--- config.mk ---
export PLATFORM = sky130hd
export DESIGN_NAME = lap_timer_core
export DESIGN_NICKNAME = d
export VERILOG_FILES = /design/src/rtl/lap_timer_pkg.sv /design/src/rtl/lap_timer_core_bcd_counter.sv /design/src/rtl/lap_timer_core.sv
export SDC_FILE = /design/constraint.sdc
export NUM_CORES = 1
export LEC_CHECK = 0
export BUFFER_PORTS_ARGS = -buffer_cell sky130_fd_sc_hd__buf_4
export CELL_PAD_IN_SITES_DETAIL_PLACEMENT = 1
export CELL_PAD_IN_SITES_GLOBAL_PLACEMENT = 1
export CORE_ASPECT_RATIO = 1.4
export CORE_MARGIN = 4
export CORE_UTILIZATION = 30
export CTS_BUF_LIST = sky130_fd_sc_hd__clkbuf_4
export CTS_CLUSTER_SIZE = 24
export DETAILED_ROUTE_END_ITERATION = 8
export HOLD_SLACK_MARGIN = 0.02
export PLACE_DENSITY_LB_ADDON = 0.1
export RECOVER_POWER = 100
export SLEW_MARGIN = 5
export SYNTH_ARGS = -nofsm -noshare
export SYNTH_HDL_FRONTEND = slang
export SYNTH_SLANG_ARGS = --single-unit
--- constraint.sdc ---
create_clock -name clk -period 5.4 [get_ports clk]
set_input_delay 0.54 -clock clk [delete_from_list [all_inputs] [get_ports clk]]
set_output_delay 0.54 -clock clk [all_outputs]
set_load 0.005 [all_outputs]
--- src/rtl/lap_timer_pkg.sv ---
// Shared types and helpers for the lap timer core: FSM states, BCD digit type,
// and the all-nines constant used to detect time-value wrap.
package lap_timer_pkg;

  typedef enum logic [1:0] {
    ST_IDLE   = 2'd0,
    ST_RUN    = 2'd1,
    ST_PAUSE  = 2'd2,
    ST_RECALL = 2'd3
  } state_t;

  typedef logic [3:0] bcd_digit_t;

  // Returns a 32-bit word with the low `digits` nibbles set to 9.
  function automatic logic [31:0] bcd_all_nines(input int unsigned digits);
    logic [31:0] r;
    r = '0;
    for (int unsigned i = 0; i < 8; i++) begin
      if (i < digits) r[4*i +: 4] = 4'd9;
    end
    return r;
  endfunction

endpackage

--- src/rtl/lap_timer_core_bcd_counter.sv ---
// Multi-digit BCD up-counter with synchronous clear; wrap pulses on the
// increment that rolls all-nines over to all-zeros.
module bcd_counter
  import lap_timer_pkg::*;
#(
  parameter int unsigned DIGITS = 6
) (
  input  logic                clk,
  input  logic                rst,
  input  logic                inc,
  input  logic                clr,
  output logic [4*DIGITS-1:0] value,
  output logic                wrap
);

  localparam logic [31:0]         NINES32 = bcd_all_nines(DIGITS);
  localparam logic [4*DIGITS-1:0] NINES   = NINES32[4*DIGITS-1:0];

  logic [4*DIGITS-1:0] value_q;
  logic [4*DIGITS-1:0] inc_val;
  logic [4*DIGITS-1:0] value_d;

  always_comb begin
    logic       carry;
    bcd_digit_t d;
    inc_val = '0;
    carry   = 1'b1;
    for (int unsigned i = 0; i < DIGITS; i++) begin
      d = value_q[4*i +: 4];
      if (carry) begin
        if (d == 4'd9) begin
          inc_val[4*i +: 4] = 4'd0;
        end else begin
          inc_val[4*i +: 4] = d + 4'd1;
          carry             = 1'b0;
        end
      end else begin
        inc_val[4*i +: 4] = d;
      end
    end
  end

  // Clear coincident with an increment restarts at one so no tick is lost.
  always_comb begin
    value_d = value_q;
    if (clr) begin
      value_d      = '0;
      value_d[3:0] = {3'b000, inc};
    end else if (inc) begin
      value_d = inc_val;
    end
  end

  always_ff @(posedge clk) begin
    if (rst) value_q <= '0;
    else     value_q <= value_d;
  end

  assign value = value_q;
  assign wrap  = inc && !clr && (value_q == NINES);

endmodule

--- src/rtl/lap_timer_core.sv ---
// Stopwatch core: BCD time counter, lap register file and oldest-first recall.
// Define LAP_TIMER_SPLIT_EN to store split times instead of cumulative times.
module lap_timer_core
  import lap_timer_pkg::*;
#(
  parameter int unsigned TICK_DIV  = 500000,
  parameter int unsigned DIGITS    = 6,
  parameter int unsigned LAP_DEPTH = 8
) (
  input  logic                         clk,
  input  logic                         rst,
  input  logic                         start_stop_i,
  input  logic                         lap_i,
  input  logic                         recall_i,
  input  logic                         clear_i,
  output logic                         run_o,
  output logic [4*DIGITS-1:0]          disp_bcd_o,
  output logic                         recall_o,
  output logic [$clog2(LAP_DEPTH)-1:0] recall_idx_o,
  output logic [$clog2(LAP_DEPTH):0]   lap_count_o,
  output logic                         full_o,
  output logic                         wrap_o
);

  localparam int unsigned IW = $clog2(LAP_DEPTH);
  localparam int unsigned CW = IW + 1;
  localparam int unsigned DW = $clog2(TICK_DIV);
  localparam int unsigned W  = 4 * DIGITS;

  localparam logic [DW-1:0] DIV_LAST = DW'(TICK_DIV - 1);
  localparam logic [CW-1:0] FULL_CNT = CW'(LAP_DEPTH);

  state_t        state_q, state_d;
  state_t        saved_q, saved_d;
  state_t        base;
  logic [IW-1:0] idx_q, idx_d;
  logic [CW-1:0] cnt_q;
  logic [DW-1:0] div_q;
  logic          wrap_q;
  logic [W-1:0]  rd_q;
  logic [W-1:0]  lap_mem [LAP_DEPTH];

  logic         counting;
  logic         tick;
  logic         full;
  logic         lap_accept;
  logic [W-1:0] live_val;
  logic         live_wrap;
  logic [W-1:0] lap_data;

  assign counting   = (state_q == ST_RUN) || (state_q == ST_RECALL && saved_q == ST_RUN);
  assign tick       = counting && (div_q == DIV_LAST) && !clear_i;
  assign full       = (cnt_q == FULL_CNT);
  assign lap_accept = lap_i && !clear_i && (state_q != ST_IDLE) && !full;

  bcd_counter #(.DIGITS(DIGITS)) u_live (
    .clk   (clk),
    .rst   (rst),
    .inc   (tick),
    .clr   (clear_i),
    .value (live_val),
    .wrap  (live_wrap)
  );

`ifdef LAP_TIMER_SPLIT_EN
  logic [W-1:0] split_val;
  logic         split_wrap_unused;

  bcd_counter #(.DIGITS(DIGITS)) u_split (
    .clk   (clk),
    .rst   (rst),
    .inc   (tick),
    .clr   (clear_i || lap_accept),
    .value (split_val),
    .wrap  (split_wrap_unused)
  );

  assign lap_data = split_val;
`else
  assign lap_data = live_val;
`endif

  // Priority chain: clear > start_stop > lap > recall. A lap coincident with
  // start_stop is handled separately through lap_accept.
  always_comb begin
    state_d = state_q;
    saved_d = saved_q;
    idx_d   = idx_q;
    base    = (state_q == ST_RECALL) ? saved_q : state_q;
    if (clear_i) begin
      state_d = ST_IDLE;
      idx_d   = '0;
    end else if (start_stop_i) begin
      state_d = (base == ST_RUN) ? ST_PAUSE : ST_RUN;
      idx_d   = '0;
    end else if (lap_i) begin
      state_d = state_q;
    end else if (recall_i) begin
      if (state_q == ST_RECALL) begin
        if ({1'b0, idx_q} == cnt_q - 1'b1) begin
          state_d = saved_q;
          idx_d   = '0;
        end else begin
          idx_d = idx_q + 1'b1;
        end
      end else if (cnt_q != '0) begin
        saved_d = state_q;
        state_d = ST_RECALL;
        idx_d   = '0;
      end
    end
  end

  always_ff @(posedge clk) begin
    if (rst) begin
      state_q <= ST_IDLE;
      saved_q <= ST_IDLE;
      idx_q   <= '0;
      cnt_q   <= '0;
      div_q   <= '0;
      wrap_q  <= 1'b0;
    end else begin
      state_q <= state_d;
      saved_q <= saved_d;
      idx_q   <= idx_d;
      if (clear_i)         cnt_q <= '0;
      else if (lap_accept) cnt_q <= cnt_q + 1'b1;
      if (clear_i)       div_q <= '0;
      else if (counting) div_q <= (div_q == DIV_LAST) ? '0 : div_q + 1'b1;
      if (clear_i)        wrap_q <= 1'b0;
      else if (live_wrap) wrap_q <= 1'b1;
    end
  end

  // Lap storage is not reset; lap_count bounds what is ever shown.
  always_ff @(posedge clk) begin
    if (lap_accept && !rst) lap_mem[cnt_q[IW-1:0]] <= lap_data;
    rd_q <= lap_mem[idx_d];
  end

  assign run_o        = counting;
  assign recall_o     = (state_q == ST_RECALL);
  assign disp_bcd_o   = recall_o ? rd_q : live_val;
  assign recall_idx_o = idx_q;
  assign lap_count_o  = cnt_q;
  assign full_o       = full;
  assign wrap_o       = wrap_q;

endmodule

# Yosys cells after proc, flatten, opt, wreduce, memory -nomap -nowiden
# Memories as Yosys holds them, arrays and structs flattened. A register that Yosys moved wholly into a read port is not among the register bits.
# Cells that the tools add are included.
word_totals:
  regBits: 55
  mem_bits_rw: 192
  elab_cells: 106
  n_memories: 1
op_classes:
  addsub: 10
  n_eq_ne: 16
  muxes: 36
  bitwise_logic: 4
  n_reduce_logical: 26
memory_table:
  columns: ["memory", "depth", "width", "rd", "rd_ports_with_merged_regs", "wr", "line_no", "source"]
  rows:
  - ["lap_mem", 8, 24, 1, 1, 1, "lap_timer_core.sv:41", "logic [W-1:0] lap_mem [LAP_DEPTH];"]
op_table:
  columns: ["operator", "count"]
  rows:
  - ["$add 4x1->4 const B", 7]
  - ["$eq 4x4->1 const B", 7]
  - ["$eq 24x24->1 const B", 1]
  - ["$mux 24", 1]
  - ["$mux 4", 6]
  - ["$mux 3", 7]
  - ["$add 19x1->19 const B", 1]
  - ["$eq 19x19->1 const B", 1]
  - ["$mux 19", 1]
  - ["$mux 2", 8]
  - ["$mux 1", 13]
  - ["$reduce_and 2->1", 5]
  - ["$logic_and 1x1->1", 9]
  - ["$eq 2x1->1 const B", 3]
  - ["$reduce_and 6->1", 1]
  - ["$reduce_bool 2->1", 3]
  - ["$eq 3x4->1", 1]
  - ["$not 1->1", 4]
  - ["$reduce_and 4->1", 1]
  - ["$reduce_bool 4->1", 1]
  - ["$sub 4x1->4 const B", 1]
  - ["$add 3x1->3 const B", 1]
  - ["$logic_not 1->1", 3]
  - ["$ne 3x2->1 const B", 1]
  - ["other kinds (5)", 5]

# Logic depth before layout (Yosys ltp)
# Gate-level depths: netlist of the first run.
depth:
  depth_word: 8
  ltp_mapped: 12

# Hierarchy
# Synthesis of the first run repeated with hierarchy kept, for this count alone.
unflattened:
  hier_cells: 881
  area_unflattened_um2: 11628.7
by_module_without_submodules:
  columns: ["module", "n_inst", "cells_per_inst", "area_each_um2", "seq_area_each_um2"]
  rows:
  - ["lap_timer_core", 1, 730, 10380.0, 6866.6]
  - ["bcd_counter", 1, 151, 1248.7, 480.5]

# Least setup slack after synthesis of the first run
# Ideal clock, no wire load.
synth_path:
  path_kind: "register to register"
  start: "reg cnt_q[0], in the netlist lap_count_o[0]"
  end: "mem lap_mem[0][0] (netlist bit), enable pin"
  setup_time_ns: 0.435
  t_arrival_ns: 3.908
  required_ns: 4.965
  slack_ns: 1.057
  path_stages_with_launch: 9
  synth_period_minus_slack_ns: 4.343
  cell_sequence: "dfxtp_1 > buf_6 > inv_1 > ha_1 > nand2b_1 > nor2_1 > nor4b_1 > or3b_2 > nor3_1"
synth_between:
  elab_chain_len: 6
synth_lines:
  columns: ["element", "line_no", "source"]
  rows:
  - ["from (decl)", "lap_timer_core.sv:37", "logic [CW-1:0] cnt_q;"]
  - ["from (signal assigned)", "lap_timer_core.sv:127", "else if (lap_accept) cnt_q <= cnt_q + 1'b1;"]
  - ["$eq 4x4->1", "lap_timer_core.sv:53", "assign full = (cnt_q == FULL_CNT);"]
  - ["via full_o", "lap_timer_core.sv:21", "output logic full_o,"]
  - ["$logic_not 1->1", "lap_timer_core.sv:54", "assign lap_accept = lap_i && !clear_i && (state_q != ST_IDLE) && !full;"]
  - ["$logic_and 1x1->1", "lap_timer_core.sv:54", null]
  - ["$logic_and 1x1->1", "lap_timer_core.sv:137", "if (lap_accept && !rst) lap_mem[cnt_q[IW-1:0]] <= lap_data;"]
  - ["$mux 1", "lap_timer_core.sv:137", null]
  - ["$mux 1 (implied by the code)", "lap_timer_core.sv:137", null]
  - ["to (decl)", "lap_timer_core.sv:41", null]
# The timed path passes the listed nets, and every way through them passes these cells.

# Worst setup path after layout of the first run
layout_path:
  start: "reg state_q[1]"
  end: "out disp_bcd_o[16]"
layout_between:
  elab_chain_len: 2
layout_lines:
  columns: ["element", "line_no", "source"]
  rows:
  - ["from (decl)", "lap_timer_core.sv:33", "state_t state_q, state_d;"]
  - ["from (signal assigned)", "lap_timer_core.sv:123", "state_q <= state_d;"]
  - ["$eq 2x2->1", "lap_timer_core.sv:142", "assign recall_o = (state_q == ST_RECALL);"]
  - ["$mux 24", "lap_timer_core.sv:143", "assign disp_bcd_o = recall_o ? rd_q : live_val;"]
  - ["to (decl)", "lap_timer_core.sv:17", "output logic [4*DIGITS-1:0] disp_bcd_o,"]
# No other way between the ends.

==> impl_summary.txt, run 1 <==
----------------------------------------------------
[Clocking]
  Max clock buf depth ... 3
  Number of buffers added for setup after CTS ... 0
  Clock sink count ... ~270
  Count of H-tree levels built during CTS ... 3
  Master cell of the clock root buffer ... sky130_fd_sc_hd__clkbuf_4
  Clock latency reported for the late side of the worst-skew pair ... a little over 0.7 ns
  CTS tree ... done
  CTS resizes ... 0
  Clock-pin slew reported for the worst setup and hold paths after clock tree synthesis ... ~0.070 ns
  Number of clock buffers inserted by TritonCTS ... 70

[Cells and area]
  Layout Cell Area excl Fill ... ~0.013 mm2
  Layout cell share with drive strength beyond 1 ... about a fifth
  Sequential cell area ... around 0.0073 mm2
  Total of fill cells in the finished design ... between 3000 and 4000
  Net count, final ... around 940
  Layout area overhead ... 13.7%
  Footprint of the multi-input gates ... approximately 0.0034 mm2

[Power and ir drop]
  Largest vdd supply drop ... between 0.0001 and 0.00015 V
  Power density over the cells ... 316 mW/mm2
  Share of total power in the clock network ... around 44%
  Int Pwr ... ~3.2 mW
  Psw ... 834 uW
  Sequential fraction of design power ... a little under three fifths
  Portion of total power attributed to combinational logic ... 0.7%
  P_leak ... about 4.5 nW
  Net Sw Frac ... a little over a fifth

[Drt]
  Total vias in the final route ... between 7000 and 8000
  Sum of met3 wire segment lengths after detailed routing ... between 1000 and 1500 um
  Detailed-route wire length on metal 1 ... about 12000 um
  Antenna viol nets, final ... 0
  Routed wire length ... between 20000 and 30000 um
  Number of DRC violations after detailed-routing iteration 0 ... between 200 and 300
  Via/cell ratio ... slightly below 5
  Number of iterations in the first detailed-routing pass ... 4
  Top sig layer ... met4
  Routed wirelength normalized by instance count ... approximately 20 um
  Final routed DRC violation total ... 0
  Met2 routed wirelength ... approximately 15000 um

[Floorplan]
  Die extent in x ... between 150 and 200 um
  Effective utilization at floorplan ... between 30% and 40%
  Die Y-Extent ... about 240 um
  Cell Rows ... 83
  Area of the die ... about 0.040 mm2
  Total core area ... about 0.037 mm2
  I/O pin count ... 41

[Place]
  Worst slack at placement ... between 1.5 and 2 ns
  GPL Wtd Cong ... between 0.7 and 0.8
  Cell area after placement ... between 0.01 and 0.015 mm2
  Quantity of I/O buffers inserted on ports ... 40
  Placed wire-length estimate ... roughly 17000 um

[Timing]
  Final hold viol count ... 0
  Final critical-path required period ... approximately 3.8 ns
  Final-layout setup total negative slack ... 0 ns
  Relative max-transition margin ... -28.8%
  Final setup viols ... 0
  Max Transition Viols Final ... 24
  Worst-case clock skew ... 0.0240 ns
  Setup repair after global routing missed its margin ... no
  Highest attainable clock frequency ... 261 MHz
  Slew at the pin closest to its max-slew limit ... just under 2 ns
  Final critical-path setup slack ... about 1.6 ns
  Period utilisation layout ... 70.9%

[Hold path]
  Hold Path Depth ... 3
  Hold Startpoint ... clear_i
  Type of the worst min-delay path ... input port to flip-flop
  Hold Path End ... wrap_o

[Synth]
  Post-synthesis sequential area ratio ... ~66%
  Gate count of the mapped netlist ... between 800 and 900
  Ys async rst share ... 0%
  Number of distinct standard cells referenced by the synthesized netlist ... 70
  Syn Std Cell Area ... roughly 0.011 mm2
  Most common flop cell mapped by yosys ... sky130_fd_sc_hd__edfxtp_1
  Post-synthesis cell type with the largest combined area ... sky130_fd_sc_hd__edfxtp_1
  Post-Syn Area per Cell ... 13.3 um2
  Number of enable-type register cells in the synthesized netlist ... between 150 and 200
  Register bit total from synthesis ... 271
  Yosys warns ... 0
  Nets in the synthesized netlist ... between 800 and 900
  Proportion of netlist area held by the largest area contributor ... between 50% and 60%
  Top cells by area in the synthesized netlist ... sky130_fd_sc_hd__edfxtp_1, sky130_fd_sc_hd__dfxtp_1, sky130_fd_sc_hd__nand2_1, sky130_fd_sc_hd__mux2i_1, sky130_fd_sc_hd__a32o_1

[Worst setup path]
  Startpoint Class ... flip-flop
  Crit Reg-Reg Endpoint ... rd_q[13]
  Max stage delay on crit path ... ~1.4 ns
  Critical Path RT ... slightly below 5 ns
  Critical path cell sequence ... nand2_1 -> clkbuf_1 -> mux2_1 -> buf_4
  Worst setup path category ... flip-flop to primary output
  Max FO, Critical Path ... 23
  Type of destination of the critical path ... primary output
  Flop-to-flop setup slack ... around 1.6 ns
  Worst reg-to-reg path cell count ... 9
  Worst r2r src ... lap_count_o[0]
  CP max stage cell ... sky130_fd_sc_hd__clkbuf_1
  Arrival time of the worst setup path ... roughly 3.3 ns

[Global route]
  Global-route wire length before repair ... 45000 um
  Maximum number of pins on one net before global-route repair ... between 70 and 80
  Final global-route overflow total ... 0
  Initial antenna violation count ... 1
  Vias in the first global route ... just under 8000
  Global-route usage over all layers ... approximately 15%

[Status]
  Violations in the final reports ... max-capacitance violations, max-slew violations
  Outcome ... finished, violations left

[Run]
  Number of max-cap violations ... 1

----------------------------------------------------
==> synthesized netlist by cell type (all sizes together), types with 10 or more instances <==
library cell	count
nand2	130
a211oi	24
mux2i	27
a32o	25
nor2b	12
mux2	20
xnor2	15
nor3	17
a311oi	24
o21ai	18
a21oi	12
clkbuf	16
edfxtp	192
inv	10
nor2	64
and2	25
dfxtp	79
xor2	21
buf	22
==> what timing repair did <==
item | 4_1_cts | 5_1_grt
endpoints found under the hold margin | 6 | 0
hold buffers | 2 | 0
setup endpoints to repair | 0 | 0
==> worst max-delay path, delay by kind of cell (launching register included) <==
| family | cells | cell delay (ns) |
|---|---|---|
| buffers and inverters | 2 | 1.55 |
| DFF | 1 | 0.41 |
| muxes | 1 | 0.46 |
| and+or+nand+nor | 1 | 0.13 |
==> final cells by class <==
type                    count  share of cell area (%)
flip-flops and latches    271                    58.1
multi-input cells         517                    26.8
clock buffers             114                    6.77
well taps                 467                    4.62
repair buffers             56                    2.99
clock inverters            11                   0.337
inverters                  11                   0.327
diodes                      1                  0.0198
==> how the worst max path moves through the flow <==
stage / endpoint / cells past startpoint / from
after floorplan: lap_mem[0][0] / 8 / lap_count_o[0]
after global placement: rd_q[4] / 8 / start_stop_i
after detailed placement: rd_q[4] / 9 / lap_count_o[0]
after CTS: rd_q[4] / 9 / lap_count_o[0]
after global routing: rd_q[13] / 9 / lap_count_o[0]
final: disp_bcd_o[16] / 4 / state_q[1]
==> cell usage in the layout (no fill, tap or decap), drive strengths merged, types with 4 or more instances in the layout <==
| master | synthesis | final |
|---|---|---|
| edfxtp | 192 | 192 |
| a21oi | 12 | 12 |
| or2 | 4 | 4 |
| xnor2 | 15 | 15 |
| nand3 | 9 | 9 |
| mux2 | 20 | 20 |
| nor4b | 5 | 5 |
| nor2b | 12 | 12 |
| dfxtp | 79 | 79 |
| clkinv | 1 | 12 |
| and2 | 25 | 25 |
| xor2 | 21 | 21 |
| a311oi | 24 | 24 |
| a211oi | 24 | 24 |
| inv | 10 | 10 |
| o21ai | 18 | 18 |
| nand2 | 130 | 130 |
| nand4 | 6 | 6 |
| nand2b | 6 | 6 |
| nor3b | 7 | 7 |
| clkbuf | 16 | 140 |
| mux2i | 27 | 27 |
| a32o | 25 | 25 |
| nor2 | 64 | 64 |
| ha | 5 | 5 |
| and3 | 8 | 8 |
| buf | 22 | 28 |
| nor3 | 17 | 17 |
==> sequential cells by signal, summed over array words and instances (netlist names) <==
name and flops:
div_q 19, lap_count_o 4, lap_mem 192, rd_q 24
recall_idx_o 3, saved_q 2, state_q 2, u_live.value 24
wrap_o 1
==> metrics by stage <==
step	power [mW]	hold WS, ns	utilization (%)	cells
2_1_floorplan	2.26	0.464	-	838
3_3_place_gp	2.27	0.486	32.3	1320
3_5_place_dp	2.27	0.478	32.3	1320
4_1_cts	4.08	0.182	34.8	1447
5_1_grt	4.19	0.211	34.5	1448
6_report	3.99	0.250	34.5	1448
==> power by group through the flow <==
| stage | logic, mW | clock network (mW) | registers [mW] |
|---|---|---|---|
| 2_1_floorplan | 0.0164 | 0 | 2.24 |
| 3_3_place_gp | 0.0272 | 0 | 2.25 |
| 3_5_place_dp | 0.0279 | 0 | 2.25 |
| 4_1_cts | 0.0290 | 1.85 | 2.20 |
| 5_1_grt | 0.0305 | 1.97 | 2.20 |
| 6_report | 0.0273 | 1.76 | 2.20 |
==> per-layer routing <==
metal	vias up	track usage (%)
li1	3321	-
met1	3529	17.0
met2	132	25.9
met3	50	3.24
met4	0	5.96
met5	-	0
==> cell families (layout without fill, tap and decap cells) <==
| family | Yosys count | count (layout) | share of synthesized area, % |
|---|---|---|---|
| and+or+nand+nor | 314 | 314 | 14.2 |
| DFF | 271 | 271 | 66.1 |
| AOI/OAI and AO/OA | 115 | 115 | 8.57 |
| buffers and inverters | 50 | 192 | 3.21 |
| muxes | 47 | 47 | 4.46 |
| xor gates and xnor gates | 36 | 36 | 2.90 |
| adders and majority gates | 5 | 5 | 0.563 |
| other | 0 | 1 | 0 |
Power figures use the tool's default switching activity.
==> run 2, diff against run 1 <==
==> constraint.sdc (replaced) <==
create_clock -name clk -period 3.9 [get_ports clk]
set_input_delay 0.39 -clock clk [delete_from_list [all_inputs] [get_ports clk]]
set_output_delay 0.39 -clock clk [all_outputs]
set_load 0.005 [all_outputs]
==> impl_summary.txt, run 2 (same netlist as run 1, synthesis figures left out) <==
----------------------------------------------------
[Hold path]
  Type of the worst min-delay path ... input port to flip-flop

[Floorplan]
  Effective utilization at floorplan ... 30.3% (unchanged)
  Die Y-Extent ... 236 um (unchanged)
  Cell Rows ... 83 (unchanged)
  Die extent in x ... 171 um (unchanged)
  Area of the die ... 0.0403 mm2 (unchanged)
  I/O pin count ... 41 (unchanged)
  Total core area ... 0.0367 mm2 (unchanged)

[Timing]
  Setup repair after global routing missed its margin ... no
  Final critical-path required period ... approximately 3.3 ns
  Worst-case clock skew ... 0.0420 ns (+0.0180 ns)
  Final setup viols ... 0 (unchanged)
  Slew at the pin closest to its max-slew limit ... 1.09 ns (-0.841 ns)
  Final-layout setup total negative slack ... 0 ns (unchanged)
  Period utilisation layout ... between 80 and 90%
  Relative max-transition margin ... 27.2% (+56 points)
  Max Transition Viols Final ... 0 (-100%)
  Final hold viol count ... 0 (unchanged)
  Highest attainable clock frequency ... around 300 MHz

[Cells and area]
  Sequential cell area ... 0.00735 mm2 (unchanged)
  Total of fill cells in the finished design ... 3926 (-0.61%)
  Most common library cell in the layout ignoring fill and taps ... sky130_fd_sc_hd__edfxtp_1
  Final Instance Count excl. Fillers ... 1465 (+1.2%)
  Layout Cell Area excl Fill ... 0.0129 mm2 (+1.8%)
  Layout area overhead ... 15.7%
  Net count, final ... 948 (+1.1%)
  Max FFs per register ... 192 (unchanged)
  Most frequent cells in the layout ... sky130_fd_sc_hd__edfxtp_1, sky130_fd_sc_hd__clkbuf_4, sky130_fd_sc_hd__nand2_1
  Layout cell share with drive strength beyond 1 ... 22.3% (+1.8 points)
  Final standard cell utilization of the core ... 35.1% (+0.61 points)
  Footprint of the multi-input gates ... 0.00338 mm2 (-0.15%)

[Global route]
  Final global-route overflow total ... 0 (unchanged)
  Global-route wire length before repair ... 45400 um (+0.75%)
  Initial antenna violation count ... 2 (+1)
  Vias in the first global route ... 7926 (+1.5%)
  Global-route usage over all layers ... 14.8% (+0.18 points)
  Maximum number of pins on one net before global-route repair ... 73 (unchanged)

[Worst setup path]
  Worst setup path category ... flip-flop to flip-flop
  Max FO, Critical Path ... 24 (+4.3%)
  Type of destination of the critical path ... flip-flop
  Cell family contributing the most delay on the critical path ... compound AO/OA/AOI/OAI gates
  Arrival time of the worst setup path ... 3.92 ns (+0.63 ns)
  Buf+Inv Stages, Crit Path ... 3 (+1)
  Most used cell along the critical path ... sky130_fd_sc_hd__buf_4
  Critical path cell sequence ... buf_4 -> inv_1 -> ha_1 -> nand2b_1 -> o21ai_0 -> o211ai_1 -> or3b_4 -> nor3b_1 -> buf_4 -> a32o_1 -> a311oi_1
  Critical Path RT ... 4.50 ns (-0.36 ns)
  Max stage delay on crit path ... 0.73 ns (-0.66 ns)
  Startpoint Class ... flip-flop
  CP max stage cell ... sky130_fd_sc_hd__o21ai_0

[Drt]
  Number of DRC violations after detailed-routing iteration 0 ... 266 (+4.3%)
  Routed wire length ... 29400 um (+2.2%)
  Antenna viol nets, final ... 0 (unchanged)
  Routed wirelength normalized by instance count ... 20.1 um (+0.98%)
  Number of iterations in the first detailed-routing pass ... 4 (unchanged)
  Total vias in the final route ... 7117 (+1.2%)
  Final routed DRC violation total ... 0 (unchanged)
  Via/cell ratio ... 4.86 (about the same)

[Clocking]
  Number of buffers inserted by hold repair at cts ... 3 (+1)
  Clock-pin slew reported for the worst setup and hold paths after clock tree synthesis ... 0.07 ns (about the same)
  Clock sink count ... 271 (unchanged)
  Number of clock buffers inserted by TritonCTS ... 73 (+4.3%)
  Number of buffers added for setup after CTS ... 0 (unchanged)
  CTS resizes ... 0 (unchanged)
  CTS tree ... done
  Max clock buf depth ... 3 (unchanged)
  Clock latency reported for the late side of the worst-skew pair ... 0.72 ns (about the same)
  Count of H-tree levels built during CTS ... 3 (unchanged)
  Master cell of the clock root buffer ... sky130_fd_sc_hd__clkbuf_4

[Place]
  GPL Wtd Cong ... 0.731 (-0.12%)
  Quantity of I/O buffers inserted on ports ... 40 (unchanged)
  Cell area after placement ... 0.0119 mm2 (+0.85%)
  Total placed cells including tap cells ... 1326 (+0.45%)
  Placed wire-length estimate ... 16800 um (about the same)

[Power and ir drop]
  P_leak ... 4.60 nW (+2.7%)
  Largest vdd supply drop ... 0.000189 V (+89%)
  Power density over the cells ... 450 mW/mm2 (+43%)

[Status]
  Outcome ... finished clean

[Run]
  Number of max-cap violations ... 0 (-1)

----------------------------------------------------
==> run 2: final cells by class <==
type / count / area share (%)
Clock inverter: 11 / 0.768
Antenna cell: 2 / 0.0389
Tap cell: 467 / 4.54
Inverter: 11 / 0.321
Sequential cell: 271 / 57.1
Clock buffer: 123 / 7.18
Timing Repair Buffer: 63 / 3.73
Multi-Input combinational cell: 517 / 26.3
==> run 2: path summary, 6_finish.rpt <==
path             startpoint          to  slack, ns  cells past startpoint
min reg2reg          wrap_o      wrap_o       0.50                      1
max          lap_count_o[0]    rd_q[16]       0.59                     11
max reg2reg  lap_count_o[0]    rd_q[16]       0.59                     11
min                recall_i  state_q[1]       0.31                      5
==> run 2: power breakdown <==
part / internal (mW) / switching [mW]
Combinational: 0.0125 / 0.0268
Sequential: 3.04 / 0.00219
Clock: 1.55 / 1.16
==> run 2: worst register-to-register path, cell delays in order (launching register included) <==
cell                       delay, ns
sky130_fd_sc_hd__dfxtp_1        0.29
sky130_fd_sc_hd__buf_4          0.16
sky130_fd_sc_hd__inv_1          0.11
sky130_fd_sc_hd__ha_1           0.16
sky130_fd_sc_hd__nand2b_1       0.07
sky130_fd_sc_hd__o21ai_0        0.73
sky130_fd_sc_hd__o211ai_1       0.16
sky130_fd_sc_hd__or3b_4         0.50
sky130_fd_sc_hd__nor3b_1        0.17
sky130_fd_sc_hd__buf_4          0.30
sky130_fd_sc_hd__a32o_1         0.30
sky130_fd_sc_hd__a311oi_1       0.28
==> run 2: through the flow <==
stage          hold WS [ns]  power (mW)  setup WS [ns]
6_report              0.305        5.79          0.586
4_1_cts               0.118        5.93          0.612
5_1_grt               0.331        6.08          0.324
3_3_place_gp          0.489        3.15          0.770
3_5_place_dp          0.484        3.15          0.608
2_1_floorplan         0.462        3.13          0.190
==> run 2: metal layers <==
| layer | track usage [%] | wire [um] | part of all wire [%] |
|---|---|---|---|
| met1 | 16.6 | 12000 | 41 |
| met2 | 26.8 | 15700 | 53 |
| met3 | 3.34 | 923 | 3.1 |
| met4 | 6.17 | 790 | 2.7 |
| met5 | 0 | 0 | 0 |
==> run 3, diff against run 2 <==
==> constraint.sdc (replaced) <==
create_clock -name clk -period 3.15 [get_ports clk]
set_input_delay 0.315 -clock clk [delete_from_list [all_inputs] [get_ports clk]]
set_output_delay 0.315 -clock clk [all_outputs]
set_load 0.005 [all_outputs]
==> impl_summary.txt, run 3 (same netlist as run 1, synthesis figures left out) <==
----------------------------------------------------
[Timing]
  Final-layout setup total negative slack ... 0 ns (unchanged)
  Final critical-path required period ... 2.94 ns (-0.373 ns)
  Slew at the pin closest to its max-slew limit ... 0.816 ns (-0.276 ns)
  Worst-case clock skew ... 0.0513 ns (+0.00929 ns)
  Max Transition Viols Final ... 0 (unchanged)
  Final hold viol count ... 0 (unchanged)
  Period utilisation layout ... 93.4% (+8.4 points)
  Final setup viols ... 0 (unchanged)
  Highest attainable clock frequency ... 340 MHz (+13%)
  Final critical-path setup slack ... 0.209 ns (-0.377 ns)
  Relative max-transition margin ... 45.6% (+18 points)
  Setup repair after global routing missed its margin ... no

[Cells and area]
  Sequential cell area ... 0.00735 mm2 (unchanged)
  Layout cell share with drive strength beyond 1 ... 22.6% (+0.33 points)
  Footprint of the multi-input gates ... 0.00342 mm2 (+1.2%)
  Final Instance Count excl. Fillers ... 1477 (+0.82%)
  Most frequent cells in the layout ... sky130_fd_sc_hd__edfxtp_1, sky130_fd_sc_hd__nand2_1, sky130_fd_sc_hd__clkbuf_4
  Layout area overhead ... 17.5%
  Max FFs per register ... 192 (unchanged)
  Most common library cell in the layout ignoring fill and taps ... sky130_fd_sc_hd__edfxtp_1
  Net count, final ... 962 (+1.5%)
  Total of fill cells in the finished design ... 3913 (-0.33%)

[Worst setup path]
  Max FO, Critical Path ... 24 (unchanged)
  Type of destination of the critical path ... flip-flop
  Flop-to-flop setup slack ... 0.21 ns (-0.38 ns)
  Worst setup path category ... flip-flop to flip-flop
  Critical Path RT ... 3.70 ns (-0.80 ns)
  Crit Reg-Reg Endpoint ... rd_q[6]
  Worst r2r src ... lap_count_o[1]
  Arrival time of the worst setup path ... 3.49 ns (-0.43 ns)
  Startpoint Class ... flip-flop
  Worst reg-to-reg path cell count ... 12 (+1)

[Clocking]
  Clock sink count ... 271 (unchanged)
  Master cell of the clock root buffer ... sky130_fd_sc_hd__clkbuf_4
  CTS tree ... done
  Max clock buf depth ... 3 (unchanged)
  CTS resizes ... 0 (unchanged)
  Clock-pin slew reported for the worst setup and hold paths after clock tree synthesis ... 0.06 ns (about the same)
  Clock latency reported for the late side of the worst-skew pair ... 0.73 ns (about the same)
  Count of H-tree levels built during CTS ... 3 (unchanged)
  Number of clock buffers inserted by TritonCTS ... 72 (-1.4%)

[Global route]
  Vias in the first global route ... 8021 (+1.2%)
  Global-route usage over all layers ... 14.9% (+0.046 points)
  Maximum number of pins on one net before global-route repair ... 57 (-22%)
  Final global-route overflow total ... 0 (unchanged)
  Global-route wire length before repair ... 45500 um (+0.29%)
  Initial antenna violation count ... 2 (unchanged)

[Floorplan]
  Cell Rows ... 83 (unchanged)
  Die extent in x ... 171 um (unchanged)
  Total core area ... 0.0367 mm2 (unchanged)
  I/O pin count ... 41 (unchanged)
  Area of the die ... 0.0403 mm2 (unchanged)
  Die Y-Extent ... 236 um (unchanged)
  Effective utilization at floorplan ... 30.3% (unchanged)

[Power and ir drop]
  Power density over the cells ... 535 mW/mm2 (+19%)
  P_leak ... 4.67 nW (+1.4%)
  Largest vdd supply drop ... 0.000237 V (+25%)

[Drt]
  Total vias in the final route ... 7194 (+1.1%)
  Antenna viol nets, final ... 0 (unchanged)
  Via/cell ratio ... 4.87 (+0.26%)
  Routed wire length ... 29700 um (+0.90%)
  Final routed DRC violation total ... 0 (unchanged)
  Number of DRC violations after detailed-routing iteration 0 ... 325 (+22%)
  Routed wirelength normalized by instance count ... 20.1 um (about the same)
  Number of iterations in the first detailed-routing pass ... 4 (unchanged)

[Hold path]
  Type of the worst min-delay path ... input port to flip-flop
  Hold Startpoint ... lap_i
  Hold Path End ... saved_q[1]
  Hold Path Depth ... 6 (+1)

[Place]
  Placed wire-length estimate ... 17000 um (+1.2%)
  Total placed cells including tap cells ... 1339 (+0.98%)
  Worst slack at placement ... -0.00652 ns (-0.614 ns)
  GPL Wtd Cong ... 0.761 (+4.1%)
  Quantity of I/O buffers inserted on ports ... 40 (unchanged)

[Status]
  Outcome ... finished clean

[Run]
  Number of max-cap violations ... 0 (unchanged)

----------------------------------------------------
## run 3: layout make-up
class | instances | share of cell area, %
clock buffer | 113 | 6.49
antenna | 2 | 0.0383
sequential | 271 | 56.2
timing repair buffer | 78 | 5.51
clock inverter | 18 | 0.737
tap | 467 | 4.47
inverter | 11 | 0.316
multi-input combinational | 517 | 26.2
## run 3: worst max path at each step
stage	start	end	slack (ns)	cells past startpoint
floorplan	lap_count_o[0]	lap_mem[7][0]	-0.03	8
global placement	lap_count_o[0]	rd_q[16]	0.11	10
detailed placement	lap_count_o[1]	rd_q[8]	-0.007	10
CTS	state_q[1]	disp_bcd_o[5]	0.11	6
global route	lap_count_o[2]	lap_mem[6][4]	0.08	7
finish	lap_count_o[1]	rd_q[6]	0.21	12
## run 3: critical path, stage by stage (launching register included)
cell and delay (ns):
sky130_fd_sc_hd__dfxtp_1 0.34, sky130_fd_sc_hd__inv_1 0.09, sky130_fd_sc_hd__ha_1 0.20, sky130_fd_sc_hd__xor2_1 0.28, sky130_fd_sc_hd__nor4b_1 0.09, sky130_fd_sc_hd__buf_4 0.17
sky130_fd_sc_hd__o31ai_4 0.17, sky130_fd_sc_hd__or3b_1 0.40, sky130_fd_sc_hd__clkbuf_1 0.24, sky130_fd_sc_hd__nor3b_4 0.27, sky130_fd_sc_hd__buf_12 0.25, sky130_fd_sc_hd__a32o_1 0.22
sky130_fd_sc_hd__a311oi_2 0.05
## run 3: power breakdown
part	internal (mW)	leakage (nW)	total (mW)	switching, mW
sequential	3.77	2.52	3.77	0.00249
clock	1.71	0.573	3.17	1.45
combinational	0.0174	1.57	0.0528	0.0354
## run 3: routing by layer
| layer | vias up | track usage (%) | wire [um] |
|---|---|---|---|
| met1 | 3642 | 16.6 | 12000 |
| met3 | 53 | 3.35 | 1050 |
| met5 | - | 0 | 0 |
| li1 | 3381 | - | - |
| met4 | 0 | 5.38 | 625 |
| met2 | 118 | 27.3 | 16100 |
## run 3: what timing repair did
action                                  4_1_cts  5_1_grt
hold buffers                                  3        0
endpoints found under the setup margin        4        0
buffers inserted                              2        0
hold endpoints to repair                      8        0
## run 3: through the flow
stage          hold WS, ns  power [mW]  area [um2]  util (%)
2_1_floorplan        0.387        3.88       11200         -
3_3_place_gp         0.489        3.90       12200      33.2
3_5_place_dp         0.483        3.90       12200      33.2
4_1_cts             0.0641        7.15       13200      35.9
5_1_grt              0.137        7.34       13100      35.6
6_report             0.132        6.99       13100      35.6
